`src/rtl/neu_par.sv`:
```
// Grid-node relaxation unit: keeps one node's weight, best path cost and back-pointer,
// relaxing LANES of its 8 neighbours per active cycle. Optional upd_cnt via NEU_PAR_TRACE_EN.
module neu_par #(
  parameter int unsigned COST_W   = 12,
  parameter int unsigned WEIGHT_W = 4,
  parameter int unsigned LANES    = 2,
  parameter int unsigned PERP     = 2,
  parameter int unsigned DIAG     = 3
) (
  input  logic                  clk,
  input  logic                  rst,
  input  logic                  clr,
  input  logic                  ld,
  input  logic [WEIGHT_W-1:0]   ld_weight,
  input  logic                  en,
  input  logic [8*COST_W-1:0]   nbr_cost,
  output logic [COST_W-1:0]     path_cost,
  output logic [2:0]            path_dir,
  output logic                  path_mod,
  output logic                  path_stable
`ifdef NEU_PAR_TRACE_EN
  ,
  output logic [15:0]           upd_cnt
`endif
);

  localparam int unsigned TW = COST_W + 1;
  localparam int unsigned SweepLen = 8 / LANES;
  localparam logic [COST_W-1:0]   CostInf   = '1;
  localparam logic [WEIGHT_W-1:0] WeightInf = '1;
  localparam logic [2:0]          PtrStep   = 3'(LANES % 8);
  localparam logic [3:0]          StableMax = 4'hF;
  localparam logic [3:0]          StableThr = 4'(SweepLen);

  logic [WEIGHT_W-1:0] weight_q;
  logic [COST_W-1:0]   cost_q;
  logic [2:0]          dir_q;
  logic [2:0]          ptr_q;
  logic                mod_q;
  logic [3:0]          stable_q;

  logic accessible;
  logic active;
  logic update;

  assign accessible = (weight_q != WeightInf);
  assign active     = !clr && !ld && en && accessible;

  // Per-lane candidate evaluation; travel carries one extra bit to catch overflow.
  logic [TW-1:0] wt_term;
  logic [2:0]    lane_dir    [LANES];
  logic [TW-1:0] lane_travel [LANES];
  logic          lane_ok     [LANES];

  assign wt_term = TW'({weight_q, 1'b0});

  for (genvar g = 0; g < LANES; g++) begin : g_lane
    logic [COST_W-1:0] nbr;
    assign lane_dir[g]    = ptr_q + 3'(g);
    assign nbr            = nbr_cost[lane_dir[g]*COST_W +: COST_W];
    assign lane_travel[g] = TW'(nbr) + wt_term + (lane_dir[g][0] ? TW'(DIAG) : TW'(PERP));
    assign lane_ok[g]     = (nbr != CostInf) && !lane_travel[g][COST_W];
  end

  logic          best_valid;
  logic [TW-1:0] best_cost;
  logic [2:0]    best_dir;

  // Lanes cover ascending directions (ptr is a multiple of LANES), so a strict
  // compare in lane order resolves ties to the lowest direction.
  always_comb begin
    best_valid = 1'b0;
    best_cost  = '1;
    best_dir   = '0;
    for (int i = 0; i < LANES; i++) begin
      if (lane_ok[i] && (!best_valid || lane_travel[i] < best_cost)) begin
        best_valid = 1'b1;
        best_cost  = lane_travel[i];
        best_dir   = lane_dir[i];
      end
    end
  end

  assign update = active && best_valid && (best_cost < {1'b0, cost_q});

  always_ff @(posedge clk) begin
    if (rst) begin
      weight_q <= WeightInf;
      cost_q   <= CostInf;
      dir_q    <= '0;
      ptr_q    <= '0;
      mod_q    <= 1'b0;
      stable_q <= '0;
    end else if (clr || ld) begin
      if (clr) begin
        cost_q <= '0;
        dir_q  <= '0;
      end
      if (ld) begin
        weight_q <= ld_weight;
      end
      mod_q    <= 1'b0;
      stable_q <= '0;
      ptr_q    <= '0;
    end else if (active) begin
      ptr_q <= ptr_q + PtrStep;
      if (update) begin
        cost_q   <= best_cost[COST_W-1:0];
        dir_q    <= best_dir;
        mod_q    <= 1'b1;
        stable_q <= '0;
      end else begin
        mod_q <= 1'b0;
        if (stable_q != StableMax) begin
          stable_q <= stable_q + 4'd1;
        end
      end
    end else begin
      mod_q <= 1'b0;
    end
  end

`ifdef NEU_PAR_TRACE_EN
  logic [15:0] upd_q;

  always_ff @(posedge clk) begin
    if (rst || clr) begin
      upd_q <= '0;
    end else if (update && upd_q != 16'hFFFF) begin
      upd_q <= upd_q + 16'd1;
    end
  end

  assign upd_cnt = upd_q;
`endif

  assign path_cost   = cost_q;
  assign path_dir    = dir_q;
  assign path_mod    = mod_q;
  assign path_stable = (stable_q >= StableThr) || !accessible;

endmodule

```
`config.mk`:
```
export PLATFORM = sky130hd
export DESIGN_NAME = neu_par
export DESIGN_NICKNAME = d
export VERILOG_FILES = /design/src/rtl/neu_par.sv
export SDC_FILE = /design/constraint.sdc
export NUM_CORES = 1
export LEC_CHECK = 0
export CORE_MARGIN = 2
export CORE_UTILIZATION = 49
export DETAILED_ROUTE_END_ITERATION = 10
export PLACE_DENSITY = 0.88
export SYNTH_ARGS = -nofsm -noshare
export SYNTH_HDL_FRONTEND = slang
export SYNTH_SLANG_ARGS = --single-unit
```
`constraint.sdc`:
```
create_clock -name clk -period 13.86 [get_ports clk]
set_input_delay 3.465 -clock clk [delete_from_list [all_inputs] [get_ports clk]]
set_output_delay 3.465 -clock clk [all_outputs]
set_load 0.02 [all_outputs]
```
==> flow_metrics.tcl <==
set metrics [dict create \
    status "complete, no violations" \
    cp_slowest_stage_delay_ns 0.92 \
    power_frac_seq_pct 27.4 \
    hold_viol 0 \
    max-slew-margin-rel_pct 23.91 \
    antennaDiodeCount 0 \
    crit_slowest_cell "a21oi_1" \
    grt_max_degree 28 \
    totalNegativeSetupSlack_ns 0 \
    finalMaxSlewViolations 0 \
    hold_class "flop to flop" \
    dp_hpwl_mm 8.021 \
    ir_drop_mv 0.07365 \
    crit_end "path_cost[1]" \
    final_layout_size_suffix_gt1_share_pct 7.407 \
    hold_start "path_dir[0]" \
    cts_buffer_depth 2 \
    fin_skew_ns 0.006438 \
    holdWs_ns 0.4860 \
    synth-seq-cells 26 \
    final_cells 536 \
    crit_fanout 14 \
    totalPowerFinal_mw 0.3037 \
    clkLatencyLatePin_ns 0.27 \
    grt_pass1_wl_mm 15.59 \
    post_cts_buffers 0 \
    place_congestion 0.9346 \
    startpoint_type "input pin" \
    reg2reg_depth 29 \
    grt_pass1_vias 3435 \
    core.rowCount 29 \
    final_cell_mix "clkdlybuf4s50_1 (121), ha_1 (41), inv_1 (37)" \
    leakage_nw 1.896 \
    final_common_cell "clkdlybuf4s50_1" \
    antenna_found_initial 0 \
    die_w_um 84.82 \
    core-area_um2 6350 \
    synth_cell_type_count 48 \
    synth_area_um2 3201 \
    finalSetupViolCount 0 \
    cap_violations 0 \
    root_buffer "clkbuf_8" \
    vias_per_cell 5.950 \
    cts_hold_buf 0 \
    path_class "input pin to flop" \
    clk_pin_slew_ns 0.09 \
    cts_resized 0 \
    portBuffers 121 \
    ant_nets 0 \
    drt_iter0_markers 170 \
    routed_wl_mm 9.312 \
    fin_crit_sh_pct 75.60 \
    end_kind "flop" \
    drc 0 \
    timing.rr.start "ptr_q[1]" \
    gr-total-overflow 0 \
    dp_slack_ns 3.202 \
    worst_slew_pin_slew_ns 1.141 \
    comb_power_share_pct 58.5 \
    reg2reg_slack_ns 5.92 \
    fin_ws_ns 3.382 \
    cts.htree.levels 1 \
    cts_tree "done" \
    yosys_warnings 0 \
    syn-num-nets 496 \
    vias 3189 \
    placedCellCount 533 \
    cp.arrival_ns 10.63 \
    required_ns 14.01 \
    seq_area_frac_synth_pct 16.26 \
    reg2reg_to "path_cost[1]" \
    final_nets 609 \
    area_delta_synth_final_pct 39.52 \
    wl_per_cell_um 17.37 \
    grt_use_total_pct 26.13 \
    power_switching_mw 0.1153 \
    rsz0062_at_grt "no" \
    cts_inserted_buffers 3 \
    cts.sinks 26 \
    synth_cells 348 \
    io_pins 122 \
    p_int_mw 0.1884 \
    max_freq_mhz 95.44 \
    synth_edf_count 0 \
    async_flop_share_pct 0 \
    die_area_um2 7194 \
    period_minus_slack_ns 10.48 \
    clockPowerShare_pct 14.1 \
    synthFlopType "dfxtp_1" \
    first_pass_iters 4 \
    p_per_area_nw_per_um2 68.02 \
    startpoint "nbr_cost[85]" \
    initial_utilization_pct 50.40 \
    postSynthAreaPerCell_um2 9.197 \
    die_height_um 84.82 \
    swShare_pct 37.98 \
]
area by class of cell:
| cell class | count | area (um^2) |
|---|---|---|
| sequential | 26 | 521.8 |
| tap | 77 | 96.34 |
| timing repair buffer | 123 | 1226 |
| fill | 488 | 1884 |
| inverter | 37 | 138.9 |
| multi-input combinational | 270 | 2441 |
| clock buffer | 3 | 41.29 |
per-stage QoR:
stage,cell area (um^2),utilization [%]
after global placement,4424,69.67
after global routing,4466,70.33
final,4466,70.33
after floorplan,3201,-
after CTS,4466,70.33
after detailed placement,4424,69.67
power groups by stage:
stage,clock [mW],sequential [mW],combinational [mW]
after CTS,0.0427,0.0834,0.177
after global routing,0.0457,0.0840,0.197
after floorplan,0,0.0888,0.106
after global placement,0,0.0848,0.169
after detailed placement,0,0.0851,0.176
final,0.0427,0.0833,0.178
worst max-delay path: cells and delay by family:
family                   cells  cell delay [ns]
buffers and inverters        5             0.85
AND/OR/NAND/NOR              8             1.38
multiplexers                 1             0.49
AO/OA/AOI/OAI               10             2.93
adder cells (fa/ha/maj)      5             1.31
XOR/XNOR                     1             0.21
per-layer routing:
layer	global-route usage [%]	share of wire, %	routed length [um]	up-vias
li1	-	-	-	1537
met4	6.638	2.2	206	0
met3	3.988	6.4	595	24
met5	0	0	0	-
met1	30.06	39	3596	1482
met2	50.18	53	4914	146
cell usage after synthesis (2+ instances only):
cell / count / area share, %
a21oi_1: 21 / 3.3
buf_6: 4 / 1.4
a21o_1: 14 / 3.3
mux4_1: 4 / 3.3
nor2b_1: 2 / 0.39
fa_1: 2 / 1.3
buf_4: 2 / 0.47
nand2_1: 19 / 2.2
nand3_1: 8 / 1.3
a211o_1: 10 / 2.7
xor2_1: 11 / 3.0
and3_1: 2 / 0.39
nand2b_1: 2 / 0.39
mux2i_1: 12 / 3.8
o221ai_1: 2 / 0.55
xnor2_1: 6 / 1.6
mux4_2: 20 / 14
buf_2: 5 / 0.78
clkbuf_1: 4 / 0.47
nand4_1: 17 / 3.3
inv_1: 37 / 4.3
a211oi_1: 2 / 0.47
dfxtp_1: 26 / 16
o21ai_1: 2 / 0.31
o311ai_0: 3 / 0.82
nor2_1: 23 / 2.7
o21ai_0: 10 / 1.6
and2_1: 6 / 1.2
nor4_1: 10 / 2.0
ha_1: 41 / 16
nor3_1: 4 / 0.63
how the worst min path moves through the flow:
stage | cells after the start | slack, ns | end
floorplan | 2 | 0.47 | stable_q[1]
global placement | 2 | 0.47 | path_dir[0]
detailed placement | 2 | 0.48 | path_dir[0]
CTS | 2 | 0.49 | path_dir[0]
global route | 2 | 0.53 | path_dir[1]
finish | 2 | 0.49 | path_dir[0]
logic make-up (layout without fill, tap and decap cells):
group           count (synthesis)  count (layout)  synth area share [%]
buf+inv                        52             163                 7.466
compound gates                 75              75                 17.08
flops                          26              26                 16.26
simple gates                   99              99                 16.15
mux                            36              36                 21.11
xor+xnor                       17              17                 4.652
fa+ha+maj                      43              43                 17.28
sequential cells by signal, indices dropped and copies added (netlist names):
name / cells
stable_q: 4
weight_q: 4
path_mod: 1
path_dir: 3
path_cost: 12
ptr_q: 2
(Power assumes the default switching activity.)
